File: config.mk
export PLATFORM = sky130hd
export DESIGN_NAME = stop_rx
export DESIGN_NICKNAME = d
export VERILOG_FILES = /design/src/rtl/stop_rx_pkg.sv /design/src/rtl/stop_rx_comma_detect.sv /design/src/rtl/stop_rx.sv
export SDC_FILE = /design/constraint.sdc
export NUM_CORES = 1
export LEC_CHECK = 0
export ABC_AREA = 1
export ABC_CLOCK_PERIOD_IN_PS = 2300
export BUFFER_PORTS_ARGS = -buffer_cell sky130_fd_sc_hd__buf_2
export CORE_UTILIZATION = 60
export DETAILED_ROUTE_END_ITERATION = 8
export PLACE_DENSITY = 0.88
export SYNTH_ARGS = -nofsm -noshare
export SYNTH_HDL_FRONTEND = slang
export SYNTH_SLANG_ARGS = --single-unit
File: constraint.sdc
create_clock -name clk32f -period 2.3 [get_ports clk32f]
set_input_delay 0.69 -clock clk32f [delete_from_list [all_inputs] [get_ports clk32f]]
set_output_delay 0.69 -clock clk32f [all_outputs]
set_load 0.02 [all_outputs]
File: src/rtl/stop_rx_pkg.sv
// rtl/stop_rx_pkg.sv - shared constants and state encoding for the serial byte receiver
package stop_rx_pkg;

  // Idle/alignment symbol, also emitted by the transmitter between data bytes.
  localparam logic [7:0] DEF_COMMA    = 8'hBC;
  localparam int         DEF_BC_COUNT = 4;

  typedef enum logic [1:0] {
    ST_SEARCH = 2'd0,
    ST_ALIGN  = 2'd1,
    ST_ACTIVE = 2'd2
  } state_t;

endpackage

File: src/rtl/stop_rx_comma_detect.sv
// rtl/stop_rx_comma_detect.sv - combinational match of the candidate word against the comma symbol
module comma_detect
  import stop_rx_pkg::*;
#(
  parameter logic [7:0] COMMA = DEF_COMMA
) (
  input  logic [7:0] word,
  output logic       hit
);

  assign hit = (word == COMMA);

endmodule

File: src/rtl/stop_rx.sv
// rtl/stop_rx.sv - MSB-first serial-to-parallel receiver with comma-based byte alignment
module stop_rx
  import stop_rx_pkg::*;
#(
  parameter logic [7:0] COMMA    = DEF_COMMA,
  parameter int         BC_COUNT = DEF_BC_COUNT
) (
  input  logic       clk32f,
  input  logic       reset,
  input  logic       in,
  output logic [7:0] out,
  output logic       valid_out,
  output logic       active
);

  localparam logic [2:0] BC_TARGET = 3'(BC_COUNT);

  state_t     state;
  // Only seven history bits are ever consulted: the candidate word is history plus the live bit.
  logic [6:0] sr;
  logic [2:0] bit_cnt;
  logic [2:0] bc_cnt;
  logic [7:0] w;
  logic       is_comma;
  logic       boundary;

  assign w        = {sr, in};
  assign boundary = (bit_cnt == 3'd7);

  comma_detect #(.COMMA(COMMA)) u_comma_detect (
    .word (w),
    .hit  (is_comma)
  );

  always_ff @(posedge clk32f or negedge reset) begin
    if (!reset) begin
      state     <= ST_SEARCH;
      sr        <= '0;
      bit_cnt   <= '0;
      bc_cnt    <= '0;
      out       <= 8'h00;
      valid_out <= 1'b0;
      active    <= 1'b0;
    end else begin
      sr <= w[6:0];
      case (state)
        ST_SEARCH: begin
          // Any bit phase may start alignment; the matching edge becomes bit 0 of the frame.
          if (is_comma) begin
            bit_cnt <= 3'd0;
            bc_cnt  <= 3'd1;
            if (BC_TARGET == 3'd1) begin
              state  <= ST_ACTIVE;
              active <= 1'b1;
            end else begin
              state <= ST_ALIGN;
            end
          end
        end
        ST_ALIGN: begin
          bit_cnt <= bit_cnt + 3'd1;
          if (boundary) begin
            if (is_comma) begin
              bc_cnt <= bc_cnt + 3'd1;
              if (bc_cnt + 3'd1 == BC_TARGET) begin
                state  <= ST_ACTIVE;
                active <= 1'b1;
              end
            end else begin
              state  <= ST_SEARCH;
              bc_cnt <= 3'd0;
            end
          end
        end
        ST_ACTIVE: begin
          // Lock is never dropped here; only reset returns to SEARCH.
          bit_cnt <= bit_cnt + 3'd1;
          if (boundary) begin
            out       <= w;
            valid_out <= !is_comma;
          end
        end
        default: begin
          state  <= ST_SEARCH;
          active <= 1'b0;
        end
      endcase
    end
  end

endmodule

==> results of run 1 <==
==> cell usage in the layout, fill, tap and decap left out <==
master                      n
sky130_fd_sc_hd__nor2_1     8
sky130_fd_sc_hd__a21oi_1    1
sky130_fd_sc_hd__inv_1     16
sky130_fd_sc_hd__ha_1       7
sky130_fd_sc_hd__nand4_1    2
sky130_fd_sc_hd__o21ai_1    2
sky130_fd_sc_hd__or2_2      1
sky130_fd_sc_hd__nand2_2    1
sky130_fd_sc_hd__nor2_2     1
sky130_fd_sc_hd__nand2_1   42
sky130_fd_sc_hd__nor3_1     1
sky130_fd_sc_hd__buf_2     12
sky130_fd_sc_hd__o21ai_0    6
sky130_fd_sc_hd__o21ai_2    2
sky130_fd_sc_hd__nand3_1    7
sky130_fd_sc_hd__nand2_4    1
sky130_fd_sc_hd__clkinv_2   1
sky130_fd_sc_hd__dfrtp_1   25
sky130_fd_sc_hd__nand3_4    1
sky130_fd_sc_hd__clkbuf_4   3
==> stage by stage <==
stage	hold slack (ns)	cells
global placement	0.3805	161
CTS	0.3365	165
floorplan	0.3740	125
detailed placement	0.3899	161
finish	0.3192	165
global route	0.3686	165
==> flip-flops by register name (all words and copies together), names as in the netlist <==
| register | flops |
|---|---|
| bit_cnt | 3 |
| sr | 7 |
| valid_out | 1 |
| out | 8 |
| state | 2 |
| bc_cnt | 3 |
| active | 1 |
==> final timing paths <==
check / end / slack [ns] / cells past startpoint
max: out[2] / 0.68 / 6
min: out[3] / 0.32 / 1
max reg2reg: out[2] / 0.68 / 6
min reg2reg: sr[4] / 0.42 / 0
max in group asynchronous: sr[5] / 1.63 / 1
min in group clk32f: sr[4] / 0.42 / 0
==> critical path: stages (launching register included) <==
cell and delay [ns]:
sky130_fd_sc_hd__dfrtp_1 0.42, sky130_fd_sc_hd__ha_1 0.21, sky130_fd_sc_hd__ha_1 0.23, sky130_fd_sc_hd__nand2_1 0.35, sky130_fd_sc_hd__inv_1 0.16, sky130_fd_sc_hd__nand2_1 0.10
sky130_fd_sc_hd__nand2_1 0.05
==> routing by layer <==
layer	vias to the layer above	wire length (um)
met5	-	0
met4	0	57
met3	5	34
met2	11	924
met1	382	907
li1	419	-
==> area by class of cell <==
class / count / area (um2)
Sequential cell: 25 / 625.6
Fill cell: 141 / 503.0
Multi-Input combinational cell: 83 / 437.9
Timing Repair Buffer: 12 / 60.06
Inverter: 16 / 60.06
Tap cell: 25 / 31.28
Clock buffer: 3 / 22.52
Clock inverter: 1 / 5.005
==> power by group through the flow <==
stage	sequential [uW]	combinational, uW	clock, uW
finish	524	294	196
global route	529	330	213
CTS	524	295	199
detailed placement	533	293	0
global placement	527	271	0
floorplan	522	229	0
==> cells by family (layout without fill, tap and decap cells) <==
| family | Yosys count | count (layout) |
|---|---|---|
| DFF | 25 | 25 |
| buffers and inverters | 17 | 32 |
| and+or+nand+nor | 65 | 65 |
| adders and majority gates | 7 | 7 |
| AOI/OAI and AO/OA | 11 | 11 |
==> results.yml, run 1 <==
clock_network:
  ctsHoldBuffers: 0
  tritoncts: "done"
  cts_max_path_buffers: 2
  clkSlewWorstSetupHoldPaths_ns: 0.13
  clock-root-buffer: "sky130_fd_sc_hd__clkbuf_4"
  cts_resized: 0
  numCtsBuffers: 3
  worstSkewPairLatency_ns: 0.32
  cts.repair_timing.setup_buffer_count: 0
  clock-sinks: 25
  h-tree-depth: 1
sta:
  finalSetupViolCount: 0
  total_count_of_max_transition_violations_in_the_final_report: 0
  clock_skew_ns: 0.007203
  hold_violations: 0
  setup_total_negative_slack_ns: 0
  grt_setup_unrepaired: "false"
  worst-slew-pin-transition_ns: 0.5241
  final_period_minus_worst_setup_slack_ns: 1.619
  fmaxAchievable_mhz: 617.8
  layout_worst_path_cycle_share: 0.7038
  fin_ws_ns: 0.6813
  timing.max_slew.rel_slack: 0.6506
floorplan:
  design.core.area_um2: 1745
  placement_rows: 15
  starting_density_of_the_core: 0.6466
  die_width_um: 45.37
  dieArea_um2: 2058
  floorplan.die.height_um: 45.37
  boundaryPins: 13
synth:
  yosys.cell_count.top_type: "sky130_fd_sc_hd__nand2_1"
  synth_mux_area_frac: 0
  yosysWarningCount: 0
  synthDominantAreaCellType: "sky130_fd_sc_hd__dfrtp_1"
  ys_seq_elements: 25
  ys_seq_area_frac: 0.5543
  synth_edf_count: 0
  ys.flop_type: "sky130_fd_sc_hd__dfrtp_1"
  post_synth_top_cells: "sky130_fd_sc_hd__nand2_1, sky130_fd_sc_hd__dfrtp_1, sky130_fd_sc_hd__inv_1"
  syn-num-nets: 135
  synth.top_cell.area_share: 0.5543
  post_synthesis_compound_gate_area_fraction: 0.05543
  post_synth_main_area_contributors: "sky130_fd_sc_hd__dfrtp_1, sky130_fd_sc_hd__nand2_1, sky130_fd_sc_hd__ha_1, sky130_fd_sc_hd__inv_1, sky130_fd_sc_hd__nand3_1"
  syn-mean-instance-area_um2: 9.029
  main_combinational_cell_family_by_area_after_synthesis: "simple AND/OR/NAND/NOR gates"
  library_cells_used_by_synthesis: 18
  synth_simple_gate_area_share: 0.2550
  async_flop_share: 1.000
  postSynthCellCount: 125
  yosys.area_share.xor_xnor: 0
  post_synth_fa_ha_maj_area_fraction: 0.07761
  netlist_area_pre_place_um2: 1129
global_route:
  grt.total_usage: 0.2225
  number_of_antenna_violations_at_the_first_check_in_global_routing: 0
  met2_usage: 0.3942
  gr-usage-met1: 0.2527
  grt_pass1_vias: 767
  grt_overflow_total: 0
  globalRouteMet3Util: 0.02381
  grt_first_pass_wirelength_um: 3084
  grt_busiest_layer: "met2"
  grt_start_max_net_pins: 26
power:
  net-switching-power_uw: 358.9
  switching_share: 0.3539
  power.total_uw: 1014
  leakage_uw: 0.0006984
  cellInternalPower_uw: 655.3
  power-per-cell-area_nw_per_um2: 816.3
  power.clock.fraction: 0.193
  seq_power_share: 0.517
  p_comb_frac: 0.290
  power.ir.vdd_worst_mv: 0.5882
route:
  residual_antenna_violating_net_count_after_detailed_routing: 0
  detailedRoute.firstIterationViolations: 13
  drt-vias-per-instance: 4.952
  drcViolationCount: 0
  avgRoutedWirePerCell_um: 11.66
  drt_wl_total_um: 1924
  drt_pre_antenna_iters: 4
  via_count: 817
worst_setup_path:
  critPathArrivalTime_ns: 1.85
  cp.required_ns: 2.53
  critPathMaxFanout: 15
  critPathCaptureType: "flip-flop"
  worstSetupStartpoint: "bit_cnt[0]"
  worst-setup-path-type: "reg2reg"
  cp-start-kind: "flip-flop"
  crit-reg2reg-launch: "bit_cnt[0]"
layout:
  finalNetCount: 151
  share_of_final_layout_standard_cells_stronger_than_drive_strength_1: 0.1643
  syn_to_final_growth_pct: 10.09
  layout.core_utilization: 0.7118
  antenna_cells_inserted: 0
  non_filler_cell_area_final_um2: 1242
place:
  pre_cts_ws_ns: 0.6648
  gp_congestion: 0.7557
  dpl_cell_area_um2: 1215
  dp_hpwl_um: 1456
  io_buffers: 12
hold_path:
  hold_path.class: "in2async"
status:
  run_status: "finished, final reports clean"
run:
  max_cap_violations: 0
No activity file was read; power rests on OpenSTA's default activity.
==> run 2: changes to the inputs <==
- ABC_AREA: 1 -> 0
- ABC_CLOCK_PERIOD_IN_PS: 2300 -> 1500
- CORE_UTILIZATION: 60 -> 55
- PLACE_DENSITY: 0.88 -> 0.82
- clock period: 2.3 -> 1.5 ns (I/O delays scaled with it)
==> run 2 against run 1 <==
  * Combinational power is 53% lower
  * Sequential cell count unchanged
  * Utilization decreased by 1.3 points
  * Clock skew is 0.0018 ns higher
  * Sequential share of layout area shrank 4.3 points
  * Routed wire length grew 11%
  * Critical path depth shrank 1
  * Die area grew 9.0%
  * Final cell count is 17% lower
  * Clock power grew 53%
  * Synthesized area rose by 0.33%
  * Critical endpoint is now bc_cnt[0]
  * Largest cell class unchanged
  * Highest routed layer unchanged
==> results.yml, run 2 <==
synth:
  library_cells_used_by_synthesis: 30
  ys.flop_type: "sky130_fd_sc_hd__dfrtp_1"
  yosys.cell_count.top_type: "sky130_fd_sc_hd__dfrtp_1"
  synthDominantAreaCellType: "sky130_fd_sc_hd__dfrtp_1"
  ys_seq_area_frac: 0.5525
  synth.top_cell.area_share: 0.5525
  post_synth_top_cells: "sky130_fd_sc_hd__dfrtp_1, sky130_fd_sc_hd__mux2_2, sky130_fd_sc_hd__ha_1"
  yosysWarningCount: 0
  async_flop_share: 1.000
  syn-num-nets: 96
  synth_edf_count: 0
  syn-mean-instance-area_um2: 13.17
  netlist_area_pre_place_um2: 1132
  postSynthCellCount: 86
  post_synth_main_area_contributors: "sky130_fd_sc_hd__dfrtp_1, sky130_fd_sc_hd__mux2_2, sky130_fd_sc_hd__ha_1, sky130_fd_sc_hd__nand4bb_4, sky130_fd_sc_hd__a22o_1"
  ys_seq_elements: 25
clock_network:
  h-tree-depth: 1
  tritoncts: "done"
  cts_max_path_buffers: 2
  numCtsBuffers: 3
  ctsHoldBuffers: 0
  clock-sinks: 25
  clock-root-buffer: "sky130_fd_sc_hd__clkbuf_4"
  clkSlewWorstSetupHoldPaths_ns: 0.14
  worstSkewPairLatency_ns: 0.31
power:
  power-per-cell-area_nw_per_um2: 846.6
  leakage_uw: 0.0006698
  power.ir.vdd_worst_mv: 0.7788
global_route:
  globalRouteMet3Util: 0.04615
  number_of_antenna_violations_at_the_first_check_in_global_routing: 0
  grt.total_usage: 0.2220
  grt_busiest_layer: "met2"
  met2_usage: 0.3589
  grt_start_max_net_pins: 26
  grt_first_pass_wirelength_um: 3367
  gr-usage-met1: 0.2953
  grt_pass1_vias: 757
  grt_overflow_total: 0
layout:
  layout_top_registers: "out (8), sr (7)"
  fillerInstances: 133
  max_flop_register: "out"
  non_filler_cell_area_final_um2: 1358
  most-common-layout-cells: "sky130_fd_sc_hd__dfrtp_1, sky130_fd_sc_hd__buf_2, sky130_fd_sc_hd__mux2_2, sky130_fd_sc_hd__buf_4, sky130_fd_sc_hd__inv_1"
  area_taken_by_multi_input_logic_gates_um2: 518.0
  finalNetCount: 121
  mostFrequentLayoutCell: "sky130_fd_sc_hd__dfrtp_1"
  layout.core_utilization: 0.6991
  antenna_cells_inserted: 0
  share_of_final_layout_standard_cells_stronger_than_drive_strength_1: 0.4273
  syn_to_final_growth_pct: 19.89
  layout.area.seq_um2: 625.6
  layoutNonFillerInstCount: 137
  largest_reg_flops: 8
place:
  dpl_cell_area_um2: 1289
  io_buffers: 12
  dp_hpwl_um: 1469
  gp_congestion: 0.7505
  dpl.cell_count: 133
  pre_cts_ws_ns: -0.05044
worst_setup_path:
  crit-reg2reg-launch: "state[1]"
  r2r.worst_path.cells: 5
  critPathMaxFanout: 6
  worst-setup-path-type: "reg2reg"
  critPathCaptureType: "flip-flop"
  reg2reg_setup_slack_ns: 0.03
  cp.required_ns: 1.77
  critPathArrivalTime_ns: 1.73
  cp-start-kind: "flip-flop"
  worst_r2r_endpoint: "bc_cnt[0]"
route:
  drt_pre_antenna_iters: 4
  drt-vias-per-instance: 5.577
  avgRoutedWirePerCell_um: 15.64
  detailedRoute.firstIterationViolations: 16
  drcViolationCount: 0
  via_count: 764
  drt_wl_total_um: 2142
  residual_antenna_violating_net_count_after_detailed_routing: 0
floorplan:
  floorplan.die.height_um: 47.38
  boundaryPins: 13
  dieArea_um2: 2244
  placement_rows: 16
  starting_density_of_the_core: 0.5831
  die_width_um: 47.38
  design.core.area_um2: 1942
sta:
  layout_worst_path_cycle_share: 0.9777
  clock_skew_ns: 0.009022
  final_period_minus_worst_setup_slack_ns: 1.467
  hold_violations: 0
  finalSetupViolCount: 0
  total_count_of_max_transition_violations_in_the_final_report: 0
  fmaxAchievable_mhz: 681.9
  fin_ws_ns: 0.03348
  grt_setup_unrepaired: "true"
  timing.max_slew.rel_slack: 0.6475
  whs_ns: 0.08627
  worst-slew-pin-transition_ns: 0.5288
status:
  run_status: "finished, final reports clean"
run:
  max_cap_violations: 0
hold_path:
  hold_path.class: "in2async"
[run 2: changes by cell type after synthesis, moves of 2 or more]
cell                        delta
sky130_fd_sc_hd__nor2_1        -6
sky130_fd_sc_hd__o2bb2ai_1     +2
sky130_fd_sc_hd__a22o_1        +3
sky130_fd_sc_hd__mux2_2        +9
sky130_fd_sc_hd__a21oi_1       +3
sky130_fd_sc_hd__and2_1        +3
sky130_fd_sc_hd__inv_1        -10
sky130_fd_sc_hd__o21ai_0       -4
sky130_fd_sc_hd__nand3_1       -6
sky130_fd_sc_hd__nand2_1      -38
[run 2: final cells by class]
type,instances,area share
Sequential cell,25,0.4608
Multi-Input combinational cell,54,0.3816
Timing Repair Buffer,21,0.09401
Tap cell,27,0.02488
Clock buffer,3,0.01659
Inverter,6,0.01659
Clock inverter,1,0.005530
[run 2: worst max-delay path by stage]
stage,start,to,slack [ns],cells past startpoint
floorplan,bit_cnt[0],out[0],0.02,5
global placement,in,bc_cnt[0],-0.04,5
detailed placement,in,bit_cnt[0],-0.05,5
CTS,bc_cnt[0],state[1],0.02,5
global route,bit_cnt[0],state[0],-0.01,7
finish,state[1],bc_cnt[0],0.03,5
[run 2: power by group]
part / switching (uW) / internal [uW] / total [uW]
logic: 77.1 / 59.9 / 137
registers: 17.6 / 695 / 712
clock network: 199 / 102 / 300
[run 2: worst max-delay path, stage by stage (launching register included)]
cell	delay, ns
sky130_fd_sc_hd__dfrtp_1	0.43
sky130_fd_sc_hd__inv_1	0.11
sky130_fd_sc_hd__ha_2	0.26
sky130_fd_sc_hd__inv_1	0.13
sky130_fd_sc_hd__nor4_1	0.34
sky130_fd_sc_hd__a211o_1	0.15
[run 2: kinds of logic (layout without fill, tap and decap cells)]
family          count (synthesis)  count (layout)  share of synthesized area
flops                          25              25                     0.5525
compound gates                 21              21                     0.1437
simple gates                   16              16                     0.1028
mux                             9               9                    0.08951
fa+ha+maj                       7               7                    0.07734
buf+inv                         7              31                    0.02652
xor+xnor                        1               1                   0.007736
[run 2: through the flow]
stage                     power, uW  setup TNS (ns)
after global placement        841.4         -0.1430
after floorplan               793.1               0
final                          1149               0
after detailed placement      849.9         -0.6243
after CTS                      1149               0
after global routing           1206        -0.01409
[run 2: repair_timing]
item	4_1_cts	5_1_grt
buffers inserted	0	0
hold endpoints to repair	0	0
pin swaps	0	3
gates resized for setup	4	7
setup endpoints to repair	10	5
[run 2: layer usage]
metal / share of wire / vias up
li1: - / 364
met1: 0.42 / 380
met2: 0.53 / 18
met3: 0.034 / 2
met4: 0.011 / 0
met5: 0 / -
==> run 3: changes to the inputs <==
- PLACE_DENSITY: 0.82 -> 0.74
- SYNTH_HIERARCHICAL: unset -> 1
==> run 3 against run 2 <==
  * Final cell count up 1.5%
  * Sequential cell count unchanged
  * First-iteration DRC count down 75%
  * Global-route usage down 0.30 points
  * Synthesized cell count down 2.3%
  * Synthesized area down 3.5%
  * Clock power down 4%
  * Critical endpoint is now bit_cnt[2]
  * Clock skew down 0.0067 ns
  * Hold slack better by 0.0066 ns
  * Maximum frequency down 1.1%
  * Non-clock buffer count up 5
  * Total power up 50%
==> results.yml, run 3 <==
sta:
  grt_setup_unrepaired: "true"
  fin_ws_ns: 0.01648
  setup_total_negative_slack_ns: 0
  final_period_minus_worst_setup_slack_ns: 1.484
  fmaxAchievable_mhz: 674.1
  hold_violations: 0
  total_count_of_max_transition_violations_in_the_final_report: 0
  finalSetupViolCount: 0
  layout_worst_path_cycle_share: 0.9890
  worst-slew-pin-transition_ns: 0.5332
  clock_skew_ns: 0.002352
  whs_ns: 0.09292
  timing.max_slew.rel_slack: 0.6445
layout:
  max_flop_register: "out"
  antenna_cells_inserted: 0
  area_taken_by_multi_input_logic_gates_um2: 496.7
  fillerInstances: 131
  largest_reg_flops: 8
  mostFrequentLayoutCell: "sky130_fd_sc_hd__dfrtp_1"
  layout.area.seq_um2: 625.6
  share_of_final_layout_standard_cells_stronger_than_drive_strength_1: 0.4737
  most-common-layout-cells: "sky130_fd_sc_hd__dfrtp_1, sky130_fd_sc_hd__buf_4, sky130_fd_sc_hd__buf_2, sky130_fd_sc_hd__mux2_2"
  layout_top_registers: "out (8), sr (7)"
  syn_to_final_growth_pct: 24.97
  finalNetCount: 125
place:
  dp_hpwl_um: 1404
  gp_congestion: 0.7469
  pre_cts_ws_ns: -0.08976
  io_buffers: 12
worst_setup_path:
  total_stage_count_of_the_critical_path: 6
  worstSetupStartpoint: "sr[5]"
  worst_r2r_endpoint: "bit_cnt[2]"
  crit_path_cell_trace: "nand4b_1, nor4_4, buf_4, nand2b_4, o21ai_2, a32o_1"
  worst-path-buf-inv: 1
  worst-setup-path-type: "reg2reg"
  critPathCaptureType: "flip-flop"
  crit-reg2reg-launch: "sr[5]"
  critPathArrivalTime_ns: 1.70
  crit_path_top_delay_cell: "sky130_fd_sc_hd__dfrtp_1"
  reg2reg_setup_slack_ns: 0.02
  cp.required_ns: 1.72
  cp_top_family: "simple AND/OR/NAND/NOR gates"
  r2r.worst_path.cells: 6
  slowest_delay_ns: 0.40
  critPathMaxFanout: 4
  crit_path_end: "bit_cnt[2]"
  cp-start-kind: "flip-flop"
synth:
  synthDominantAreaCellType: "sky130_fd_sc_hd__dfrtp_1"
  synth_edf_count: 0
  main_combinational_cell_family_by_area_after_synthesis: "simple AND/OR/NAND/NOR gates"
  synth_simple_gate_area_share: 0.1226
  syn-num-nets: 94
  post_synth_main_area_contributors: "sky130_fd_sc_hd__dfrtp_1, sky130_fd_sc_hd__mux2_2, sky130_fd_sc_hd__ha_1, sky130_fd_sc_hd__o21ai_2, sky130_fd_sc_hd__a32o_1"
  ys.flop_type: "sky130_fd_sc_hd__dfrtp_1"
  synth_mux_area_frac: 0.09164
  post_synthesis_compound_gate_area_fraction: 0.1145
  post_synth_fa_ha_maj_area_fraction: 0.08018
  post_synth_top_cells: "sky130_fd_sc_hd__dfrtp_1, sky130_fd_sc_hd__mux2_2, sky130_fd_sc_hd__ha_1"
  synth.top_cell.area_share: 0.5727
  async_flop_share: 1.000
  ys_seq_area_frac: 0.5727
  syn-mean-instance-area_um2: 13.00
  library_cells_used_by_synthesis: 26
  ys_seq_elements: 25
  yosys.cell_count.top_type: "sky130_fd_sc_hd__dfrtp_1"
  netlist_area_pre_place_um2: 1092
  yosysWarningCount: 6
  postSynthCellCount: 84
  yosys.area_share.xor_xnor: 0
route:
  residual_antenna_violating_net_count_after_detailed_routing: 0
  detailedRoute.firstIterationViolations: 4
  avgRoutedWirePerCell_um: 13.80
  drcViolationCount: 0
  via_count: 730
  drt-vias-per-instance: 5.252
  drt_pre_antenna_iters: 4
  drt_wl_total_um: 1918
clock_network:
  clkSlewWorstSetupHoldPaths_ns: 0.12
  worstSkewPairLatency_ns: 0.32
  h-tree-depth: 1
  clock-root-buffer: "sky130_fd_sc_hd__clkbuf_4"
  tritoncts: "done"
  clock-sinks: 25
  numCtsBuffers: 3
  cts_max_path_buffers: 2
global_route:
  grt.total_usage: 0.2190
  number_of_antenna_violations_at_the_first_check_in_global_routing: 0
  grt_pass1_vias: 706
  grt_start_max_net_pins: 26
  grt_first_pass_wirelength_um: 3201
  grt_overflow_total: 0
hold_path:
  hold_path.class: "in2async"
status:
  run_status: "finished, final reports clean"
power:
  leakage_uw: 0.0007013
  power-per-cell-area_nw_per_um2: 1265
  power.ir.vdd_worst_mv: 0.9683
floorplan:
  boundaryPins: 13
  die_width_um: 46.57
  floorplan.die.height_um: 46.57
  placement_rows: 15
  starting_density_of_the_core: 0.6063
  design.core.area_um2: 1802
  dieArea_um2: 2168
run:
  max_cap_violations: 0
[run 3: timing repair]
action	in CTS	in global routing
setup endpoints to repair	14	12
hold buffers	0	0
gates resized for setup	2	7
pin swaps	2	4
cloned	1	0
setup buffers	2	2
[run 3: cell families after synthesis]
logic type | after synthesis
flops | 25
simple gates | 20
compound gates | 18
mux | 9
fa+ha+maj | 7
buf+inv | 5
[run 3: worst min-delay path by stage]
stage          startpoint        to  slack, ns  cells after the start
6_report            reset  state[0]       0.09                      1
3_5_place_dp        sr[5]     sr[6]       0.39                      0
2_1_floorplan       reset    active       0.15                      0
4_1_cts             reset  state[0]       0.09                      1
5_1_grt             reset  state[1]       0.11                      1
3_3_place_gp        sr[5]     sr[6]       0.38                      0
[run 3: through the flow]
step / power [uW] / utilization / instance area [um2] / std cells
6_report: 1727 / 0.7576 / 1365 / 139
5_1_grt: 1866 / 0.7576 / 1365 / 139
4_1_cts: 1667 / 0.7361 / 1326 / 137
3_5_place_dp: 1359 / 0.7063 / 1272 / 130
3_3_place_gp: 1341 / 0.7063 / 1272 / 130
2_1_floorplan: 1167 / - / 1111 / 84
[run 3: layout make-up]
class,instances,area share
Sequential cell,25,0.4583
Multi-Input combinational cell,55,0.3639
Clock buffer,3,0.01650
Tap cell,25,0.02291
Timing Repair Buffer,26,0.1237
Clock inverter,1,0.003666
Inverter,4,0.01100
[run 3: where the power goes]
group	switching, uW	total [uW]	leakage, uW	internal (uW)
Clock	187	287	0.0000177	99.9
Combinational	332	663	0.000363	331
Sequential	37.5	777	0.000320	739
[run 3: per-layer routing]
| metal | routed length (um) | up-vias | GRT usage |
|---|---|---|---|
| met5 | 0 | - | 0 |
| li1 | - | 364 | - |
| met3 | 92 | 5 | 0.07059 |
| met1 | 873 | 346 | 0.2857 |
| met4 | 21 | 0 | 0.07059 |
| met2 | 931 | 15 | 0.3417 |
